==> config.mk <==
export PLATFORM = sky130hd
export DESIGN_NAME = bit_brick_seq
export DESIGN_NICKNAME = d
export VERILOG_FILES = /design/src/rtl/bf_pkg.sv /design/src/rtl/bit_brick.sv /design/src/rtl/brick_pick.sv /design/src/rtl/bit_brick_seq.sv
export SDC_FILE = /design/constraint.sdc
export NUM_CORES = 1
export LEC_CHECK = 0
export ABC_AREA = 1
export BUFFER_PORTS_ARGS = -buffer_cell sky130_fd_sc_hd__buf_2
export CAP_MARGIN = 15
export CORE_MARGIN = 2
export CORE_UTILIZATION = 55
export CTS_CLUSTER_DIAMETER = 60
export DETAILED_ROUTE_END_ITERATION = 7
export PLACE_DENSITY = 0.8
export SETUP_SLACK_MARGIN = 0.3
export SYNTH_ARGS = -nofsm -noshare
export SYNTH_HDL_FRONTEND = slang
export SYNTH_SLANG_ARGS = --single-unit
==> constraint.sdc <==
create_clock -name clk -period 5.9 [get_ports clk]
set_clock_uncertainty 0.05 [all_clocks]
set_input_delay 0.295 -clock clk [delete_from_list [all_inputs] [get_ports clk]]
set_output_delay 0.295 -clock clk [all_outputs]
set_load 0.005 [all_outputs]
==> src/rtl/bf_pkg.sv <==
// Shared types and constants for the temporal BitFusion brick sequencer.
package bf_pkg;

  localparam int ACC_W      = 16;
  localparam int BRICK_W    = 6;
  localparam int MAX_SLICES = 4;

  typedef enum logic [1:0] {
    PREC2 = 2'd0,
    PREC4 = 2'd1,
    PREC8 = 2'd2
  } prec_t;

  typedef enum logic [1:0] {
    IDLE = 2'd0,
    RUN  = 2'd1,
    DONE = 2'd2
  } seq_state_t;

  // Reserved encoding 2'b11 falls through to the 8-bit slice count.
  function automatic logic [2:0] prec_slices(prec_t p);
    case (p)
      PREC2:   prec_slices = 3'd1;
      PREC4:   prec_slices = 3'd2;
      default: prec_slices = 3'd4;
    endcase
  endfunction

endpackage

==> src/rtl/bit_brick.sv <==
// 2b x 2b BitFusion brick; sa/sb mark a slice as the signed top slice of its operand.
module bit_brick
  import bf_pkg::*;
(
  input  logic [1:0]         a,
  input  logic [1:0]         b,
  input  logic               sa,
  input  logic               sb,
  output logic [BRICK_W-1:0] p
);

  logic signed [2:0] a_ext;
  logic signed [2:0] b_ext;
  logic signed [BRICK_W-1:0] prod;

  assign a_ext = {sa & a[1], a};
  assign b_ext = {sb & b[1], b};
  assign prod  = BRICK_W'(a_ext) * BRICK_W'(b_ext);
  assign p     = prod;

endmodule

==> src/rtl/brick_pick.sv <==
// Lowest-set-bit finder over the 16-entry slice-pair mask.
module brick_pick (
  input  logic [15:0] mask,
  output logic [3:0]  index,
  output logic        any
);

  always_comb begin
    index = 4'd0;
    for (int k = 15; k >= 0; k--) begin
      if (mask[k]) index = 4'(k);
    end
  end

  assign any = |mask;

endmodule

==> src/rtl/bit_brick_seq.sv <==
// Temporal BitFusion multiplier: walks nonzero x/w slice pairs through one brick,
// shift-accumulating into a 16-bit result.
module bit_brick_seq
  import bf_pkg::*;
(
  input  logic             clk,
  input  logic             nRST,
  input  logic             in_valid,
  output logic             in_ready,
  input  logic [7:0]       x,
  input  logic [7:0]       w,
  input  logic [1:0]       x_prec,
  input  logic [1:0]       w_prec,
  input  logic             x_signed,
  input  logic             w_signed,
  output logic             out_valid,
  input  logic             out_ready,
  output logic [ACC_W-1:0] product,
  output logic [4:0]       brick_cnt
);

  seq_state_t       state;
  logic [7:0]       x_r, w_r;
  logic             xs_r, ws_r;
  logic [2:0]       nx_r, nw_r;
  logic [15:0]      mask;
  logic [ACC_W-1:0] acc;
  logic [ACC_W-1:0] prod_r;
  logic [4:0]       cnt;

  logic [2:0]  nx_in, nw_in;
  logic [15:0] mask_in;

  assign nx_in = prec_slices(prec_t'(x_prec));
  assign nw_in = prec_slices(prec_t'(w_prec));

  // Pair (i,j) lives at bit j*4+i; pairs beyond the precision or with a zero slice never run.
  for (genvar J = 0; J < MAX_SLICES; J++) begin : g_w
    for (genvar I = 0; I < MAX_SLICES; I++) begin : g_x
      assign mask_in[J*4+I] = (nx_in > 3'(I)) && (nw_in > 3'(J)) &&
                              (x[2*I +: 2] != 2'b00) && (w[2*J +: 2] != 2'b00);
    end
  end

  logic [3:0] k;
  logic       pick_any;

  brick_pick u_pick (
    .mask  (mask),
    .index (k),
    .any   (pick_any)
  );

  logic [1:0]         si, sj;
  logic [1:0]         xa, wb;
  logic               sx, sy;
  logic [BRICK_W-1:0] bp;

  assign si = k[1:0];
  assign sj = k[3:2];
  assign xa = x_r[{si, 1'b0} +: 2];
  assign wb = w_r[{sj, 1'b0} +: 2];
  assign sx = xs_r && ({1'b0, si} == nx_r - 3'd1);
  assign sy = ws_r && ({1'b0, sj} == nw_r - 3'd1);

  bit_brick u_brick (
    .a  (xa),
    .b  (wb),
    .sa (sx),
    .sb (sy),
    .p  (bp)
  );

  logic [2:0]       wsum;
  logic [3:0]       shamt;
  logic [ACC_W-1:0] term, acc_nxt;
  logic [15:0]      mask_nxt;

  assign wsum     = {1'b0, si} + {1'b0, sj};
  assign shamt    = {wsum, 1'b0};
  assign term     = {{(ACC_W-BRICK_W){bp[BRICK_W-1]}}, bp} << shamt;
  assign acc_nxt  = acc + term;
  assign mask_nxt = mask & ~(16'd1 << k);

  always_ff @(posedge clk or negedge nRST) begin
    if (!nRST) begin
      state  <= IDLE;
      x_r    <= '0;
      w_r    <= '0;
      xs_r   <= 1'b0;
      ws_r   <= 1'b0;
      nx_r   <= '0;
      nw_r   <= '0;
      mask   <= '0;
      acc    <= '0;
      prod_r <= '0;
      cnt    <= '0;
    end else begin
      case (state)
        IDLE: if (in_valid) begin
          x_r  <= x;
          w_r  <= w;
          xs_r <= x_signed;
          ws_r <= w_signed;
          nx_r <= nx_in;
          nw_r <= nw_in;
          mask <= mask_in;
          acc  <= '0;
          cnt  <= '0;
          if (mask_in != '0) state <= RUN;
          else begin
            state  <= DONE;
            prod_r <= '0;
          end
        end
        RUN: if (pick_any) begin
          acc  <= acc_nxt;
          cnt  <= cnt + 5'd1;
          mask <= mask_nxt;
          if (mask_nxt == '0) begin
            state  <= DONE;
            prod_r <= acc_nxt;
          end
        end else begin
          state  <= DONE;
          prod_r <= acc;
        end
        DONE: if (out_ready) state <= IDLE;
        default: state <= IDLE;
      endcase
    end
  end

  assign in_ready  = (state == IDLE);
  assign out_valid = (state == DONE);
  assign product   = prod_r;
  assign brick_cnt = cnt;

endmodule

# Word-level counts from Yosys, hierarchy flattened
# Index checks and enable logic that the tools add are counted.
[totals]
register_bits = 79
latch_bits = 0
ram_bits = 0
romBits = 0
output_inout_bits = 23
word_cells = 151
n_memories = 0
[op_classes]
add_sub_neg = 5
n_mul = 1
div_mod_pow = 0
order_cmp = 8
eq_ne = 11
shifts = 4
n_mux = 38
bitwise_logic = 4
n_reduce_logical = 69
[op_table]
columns = ["operator", "count"]
rows = [
  ["2-to-1 mux 16 bit", 8],
  ["one-hot mux 16 bit (2 select lines)", 3],
  ["2-to-1 mux 4 bit", 16],
  ["logical AND 1 bit", 50],
  ["nonzero test 2 bit", 9],
  ["adder 16 bit", 1],
  ["bitwise AND 16 bit", 1],
  ["logical NOT 16 bit", 1],
  ["NOT 16 bit", 1],
  ["nonzero test 16 bit", 1],
  ["OR reduction 16 bit", 1],
  ["variable part select 8 x 4 -> 2 bit", 2],
  ["<< shifter 1 x 4 -> 16 bit (first input constant)", 1],
  ["<< shifter 16 x 4 -> 16 bit", 1],
  ["greater-than comparator 3 x 1 -> 1 bit (second input constant)", 4],
  ["greater-than comparator 3 x 2 -> 1 bit (second input constant)", 4],
  ["one-hot mux 3 bit (2 select lines)", 2],
  ["2-to-1 mux 2 bit", 5],
  ["2-to-1 mux 5 bit", 2],
  ["one-hot mux 5 bit (2 select lines)", 1],
  ["equality test 2 x 1 -> 1 bit (second input constant)", 3],
  ["equality test 2 x 3 -> 1 bit", 2],
  ["logical NOT 2 bit", 3],
  ["multiplier 3 x 3 -> 6 bit", 1],
  ["other kinds (12)", 17],
]

# Longest topological paths before layout
# Gate-level depths: netlist (run 1).
[depth]
depth_word = 25
depth_mapped = 52

# By module
# From an unflattened synthesis (run 1), not the netlist that was laid out.
[unflattened]
cells_unflattened = 881
area_unflattened_um2 = 5808.1
[by_module_without_submodules]
columns = ["module", "n_inst", "cells_per_inst", "area_per_inst_um2", "seq_area_each_um2"]
rows = [
  ["bit_brick_seq", 1, 785, 5298.8, 1976.9],
  ["bit_brick", 1, 47, 300.3, 0.0],
  ["brick_pick", 1, 49, 209.0, 0.0],
]

# Least setup slack after synthesis (run 1)
# OpenSTA, ideal clock, no wires.
[synth_path]
path_kind = "register to register"
startpoint = "register mask[14]"
endpoint = "register prod_r[15], in the netlist product[15]"
arrival_ns = 5.996
slack_ns = -0.213
path_stages_with_launch = 49
path_buffers = 0
path_cell_list = "dfrtp_1 inv_2 nand2_1 nand2_1 nand2_1 nand2_1 nand2_1 nand2_1 nand2_1 nand2_1 nand2_1 nand2_1 nand2_1 nand2_2 nand2_4 nand2_4 nand2_4 inv_1 [13 not listed] xnor2_1 nand2_1 o21ai_0 or2_2 a21oi_1 ha_1 a21oi_1 o21ai_0 a211oi_1 nand2_1 nand2_1 nand2_1 a21oi_1 xnor2_1 nand2_1 o21ai_0 nand4_1 nand2_1"
[synth_between]
elab_chain_cells = 24
[synth_lines]
columns = ["element", "line_no", "rtl"]
rows = [
  ["from (decl)", "bit_brick_seq.sv:26", "logic [15:0] mask;"],
  ["from (signal assigned)", "bit_brick_seq.sv:107", "mask <= mask_in;"],
  ["from (signal assigned)", "bit_brick_seq.sv:119", "mask <= mask_nxt;"],
  ["branches (longest 24 deep; another with 2-to-1 mux 4 bit)", "n/a", ""],
  ["to (signal assigned)", "bit_brick_seq.sv:122", "prod_r <= acc_nxt;"],
  ["to (decl)", "bit_brick_seq.sv:28", "logic [ACC_W-1:0] prod_r;"],
]
# Parallel ways; which one is timed is not known. The select of a mux whose other input is x is not followed.
# A chain may end at the register's enable or synchronous reset.

# Worst setup path after layout (run 1)
[layout_path]
startpoint = "register mask[14]"
endpoint = "register prod_r[9], in the netlist product[9]"
# Same word-level chain as after synthesis.

==> results of run 1 <==
-- through the flow --
step	TNS, ns	area [sq um]	hold slack, ns	std cells
floorplan	0	5630	-0.0506	755
finish	-2.96	6900	0.0153	1004
CTS	-1.09	6680	0.0745	997
detailed placement	-2.47	6380	0.405	974
global placement	-0.351	6380	0.401	974
global route	-10.05	6900	0.0900	1004
-- worst min-delay path by stage --
stage / from / endpoint / slack, ns / cells past startpoint
3_3_place_gp: product[5] / product[5] / 0.40 / 2
2_1_floorplan: nRST / acc[0] / -0.05 / 0
4_1_cts: x_signed / xs_r / 0.07 / 3
3_5_place_dp: product[2] / product[2] / 0.40 / 2
5_1_grt: x_signed / xs_r / 0.09 / 3
6_report: nRST / acc[6] / 0.02 / 1
-- logic make-up after synthesis --
logic type | after synthesis
adder cells (fa/ha/maj) | 34
AO/OA/AOI/OAI | 151
flip-flops | 79
buffers and inverters | 144
AND/OR/NAND/NOR | 336
XOR/XNOR | 11
-- cell type report --
class,count,area [sq um],share of cell area [%]
Clock buffer,10,138,1.99
Clock inverter,6,75.1,1.09
Inverter,120,458,6.64
Multi-Input combinational cell,532,3270,47.3
Sequential cell,79,1980,28.6
Tap cell,133,166,2.41
Timing Repair Buffer,124,821,11.9
-- cells in the final DEF, fill, tap and decap left out, types with 5 or more instances in the layout --
cell type	instances
a21oi_1	20
a21oi_2	9
buf_2	47
buf_4	75
clkbuf_8	10
dfrtp_1	79
fa_1	5
ha_1	24
inv_1	107
inv_2	9
nand2_1	190
nand2_2	7
nand2_4	7
nand3_1	28
nand4_1	28
nor2_1	44
nor2_2	6
o21ai_0	54
o21ai_1	22
o21ai_2	8
o221ai_1	9
o22ai_1	6
xnor2_1	5
xor2_1	5
-- cells in the mapped netlist, drive strengths merged, types with 2 or more instances --
master	n	share of area, %
a21o	2	0.27
a21oi	32	3.1
a31oi	2	0.23
buf	6	1.0
clkbuf	18	1.2
clkinv	3	0.29
dfrtp	79	36
fa	7	2.5
ha	27	6.1
inv	117	7.9
nand2	204	15
nand3	33	3.3
nand3b	2	0.27
nand4	29	3.5
nor2	53	3.8
nor3	7	0.84
nor4	3	0.61
o211ai	4	0.54
o21ai	84	7.8
o21bai	2	0.34
o221ai	10	1.6
o22ai	7	0.79
or2	3	0.34
xnor2	6	0.95
xor2	5	0.79
-- critical path: cells and delay by family, from the launching register on --
| family | cells | cell delay [ns] |
|---|---|---|
| fa+ha+maj | 5 | 1.76 |
| flops | 1 | 0.40 |
| xor+xnor | 2 | 0.34 |
| buf+inv | 11 | 0.99 |
| compound gates | 11 | 1.32 |
| simple gates | 16 | 1.36 |
-- flip-flops by register name, indices dropped and copies added, names as in the netlist --
name	count
w_r	8
nx_r	3
brick_cnt	5
acc	16
state	2
x_r	8
xs_r	1
mask	16
nw_r	3
ws_r	1
product	16
-- routing by layer --
metal | routed length [um] | vias to the layer above | GRT usage (%)
met5 | 0 | - | 0
met4 | 630 | 0 | 12.6
met3 | 1030 | 57 | 5.33
met2 | 8170 | 294 | 51.2
met1 | 6130 | 2678 | 34.8
li1 | - | 2701 | -
-- timing repair --
item                       CTS  global route
pin swaps                   21            23
gates resized for setup     10            46
setup endpoints to repair   20            23
hold endpoints to repair     0             0
setup buffers                7             7
==> flow_summary.ini, run 1 <==
[run_status]
status = finished with violations
violations = setup timing

[setup_path]
critPathLaunchType = register
worstPathArrival_ns = 6.52
ff2ff_setup_slack_ns = -0.42
cp_slowest_cell = fa_1
r2r-start = mask[14]
worstSetupPathType = register to register
worst_setup_path_end_kind = register
slowest_delay_ns = 0.49
crit_fanout = 9
crit_path_start = mask[14]
cp_common_cell = nand2_1
reg2reg_to = product[9]
worst-r2r-cell-count = 45
cp-endpoint = product[9]
cp_data_required_time_ns = 6.10

[routing]
vias_per_cell = 5.71
wl_per_cell_um = 15.9
vias = 5730
drt_pass1_iterations = 7
wl_um = 16000
drc = 0
drt_iter0_drc = 383
drtAntennaViolNets = 0

[floorplanning]
chipHeight_um = 104
die_w_um = 104
core_area_sq_um = 9770
ios = 49
die_area_sq_um = 10900
initial_core_util_pct = 56.7
fp-row-count = 36

[clock_tree]
cts_sinks = 79
cts-htree-levels = 3
clock_latency_ns = 0.36
hold_buffers = 0
clk_pin_slew_ns = 0.09
clk_path_buf_depth = 2
cts_root_buffer = clkbuf_8
cts_tree = done
cts_buffers = 9

[placed_design]
dpl.hpwl_um = 11400
gp_congestion = 0.930
pre_cts_ws_ns = -0.333
placement.io_buffers = 48

[global_route]
antenna_found_initial = 0
first_global_vias = 5665
grt_pass1_wl_um = 25900
grt_usage_pct = 29.1
grt_max_degree = 80
grt-ovfl-total = 0

[final_layout]
final_nets = 926
diodes = 0
nFillCells = 747
area_growth_pct = 24.5
drive_gt1_share_pct = 25.5
utilization_pct = 70.6

[synth]
synth_edf_count = 0
yosys_warnings = 0
ys_types = 53
synth_xor_area_share_pct = 1.74
synthFlopType = dfrtp_1
synth_cells = 755
synthAdderAreaFrac_pct = 8.62
ys_async_sr_fraction_pct = 100
synth.cell_area_sq_um = 5540
post_synth_and_or_nand_nor_area_fraction_pct = 27.6
yosysSeqAreaShare_pct = 35.7
yosys_register_bits = 79
synthMuxAreaShare_pct = 0
synth_top_family_by_area = simple AND/OR/NAND/NOR gates
synth_compound_area_share_pct = 15.9
synth_nets = 815
avgSynthCellArea_sq_um = 7.34

[sta]
maxSlewHeadroom_pct = 30.4
hold_violations = 0
fmax_mhz = 158
timing.final.crit_period_ns = 6.32
tightest_slew_ns = 1.04
rsz0062_at_grt = true
maxSlewViolCount = 0
period_share_pct = 107
finalWorstSetupSlack_ns = -0.421
final-setup-viol-count = 15

[flow_run]
maxCapViolations = 0

[worst_hold_path]
worstHoldPathType = input port to async pin
Power of run 1 is not shown: default switching activity piles up to over one toggle a cycle in this logic, so the estimate is an artifact.
==> inputs of run 2 (changes only) <==
CORE_MARGIN = unset   (was 2)
REMOVE_ABC_BUFFERS = 1   (was unset)
==> flow_summary.ini, run 2 (same netlist as run 1, synthesis figures left out) <==
[sta]
whs_ns = 0.0152
finalWorstSetupSlack_ns = -0.548
maxSlewViolCount = 0
setup-tns-final_ns = -6.01
period_share_pct = 109
hold_violations = 0
final-setup-viol-count = 20
fmax_mhz = 155
maxSlewHeadroom_pct = 21.8
timing.final.crit_period_ns = 6.45
tightest_slew_ns = 1.17
rsz0062_at_grt = true

[clock_tree]
cts_buffers = 9
cts_sinks = 79
cts_tree = done
clk_pin_slew_ns = 0.08
cts-htree-levels = 3
clock_latency_ns = 0.38
clk_path_buf_depth = 2
cts_root_buffer = clkbuf_8

[setup_path]
slowest_delay_ns = 0.56
critPathLaunchType = register
cp_slowest_cell = fa_1
critPathTopFamily = adder cells
cp_common_cell = nand3_1
path_buf_inv = 7
cp_data_required_time_ns = 6.17
worst_setup_path_end_kind = register
worstPathArrival_ns = 6.71
crit_fanout = 5
ff2ff_setup_slack_ns = -0.55
worstSetupPathType = register to register

[floorplanning]
fp-row-count = 36
ios = 49
initial_core_util_pct = 56.7
die_w_um = 102
core_area_sq_um = 9770
die_area_sq_um = 10500
chipHeight_um = 102

[run_status]
violations = setup timing
status = finished with violations

[flow_run]
maxCapViolations = 0

[placed_design]
placement.io_buffers = 48
gp_congestion = 0.967
dpl.hpwl_um = 11000
placed_cells = 978

[routing]
vias = 5937
dr_wl_met3_um = 1160
drt_pass1_iterations = 6
wl_per_cell_um = 17.0
drt_iter0_drc = 412
drtAntennaViolNets = 0
met2_wirelength_um = 8650
wl_um = 17500
top_layer = met4
vias_per_cell = 5.79
wl_met1_um = 6670
drc = 0

[final_layout]
diodes = 0
area_growth_pct = 29.8
nFillCells = 738
final_nets = 949
stdcell_count = 1026
utilization_pct = 73.6
final_common_cell = nand2_1
drive_gt1_share_pct = 30.0
final_cell_mix = 179 x nand2_1, 104 x inv_1, 99 x buf_4

[global_route]
grt_usage_pct = 32.7
antenna_found_initial = 0
grt_max_degree = 80
grt-ovfl-total = 0
grt_pass1_wl_um = 26100
first_global_vias = 5608

[worst_hold_path]
worstHoldPathType = input port to async pin
-- run 2: cell types whose count changed in the layout (fill, tap and decap cells not counted), moves of 2 or more --
cell / previous run / this run
ha_1: 24 / 18
nand2_2: 7 / 17
inv_1: 107 / 104
a21oi_2: 9 / 11
inv_6: 2 / 0
o21ai_0: 54 / 52
ha_4: 2 / 9
buf_4: 75 / 99
nand2_1: 190 / 179
inv_2: 9 / 12
a21oi_1: 20 / 18
-- run 2: path summary, 6_finish.rpt --
check                      cells past startpoint      from     endpoint
max                                           42  mask[14]  product[14]
min                                            1      nRST       acc[6]
max reg2reg                                   42  mask[14]  product[14]
min reg2reg                                    2      ws_r         ws_r
max in group asynchronous                      1      nRST     mask[14]
min in group clk                               3  w_signed         ws_r
-- run 2: timing repair --
item                                    4_1_cts  5_1_grt
gates resized for setup                      73       41
hold buffers                                  0        0
endpoints found under the hold margin         0        0
pin swaps                                    52       45
buffers inserted                             19       14
endpoints found under the setup margin       22       24
-- run 2: cell type report --
class	instances	area (sq um)	share of cell area [%]
Clock inverter	3	42.5	0.591
Clock buffer	12	155	2.16
Inverter	120	458	6.36
Sequential cell	79	1980	27.5
Multi-Input combinational cell	532	3410	47.4
Timing Repair Buffer	147	990	13.8
Tap cell	133	166	2.31
-- run 2: layer usage --
metal	track usage, %	vias up
li1	-	2737
met1	36.8	2812
met2	55.6	299
met3	8.69	89
met4	19.9	0
met5	0	-
-- run 2: per-stage QoR --
stage | cell area (sq um) | setup slack (ns)
finish | 7200 | -0.548
global route | 7200 | -1.12
CTS | 6910 | -0.299
detailed placement | 6320 | -0.578
global placement | 6320 | -0.374
floorplan | 5420 | -0.254
Power of run 2 is left out for the same reason.
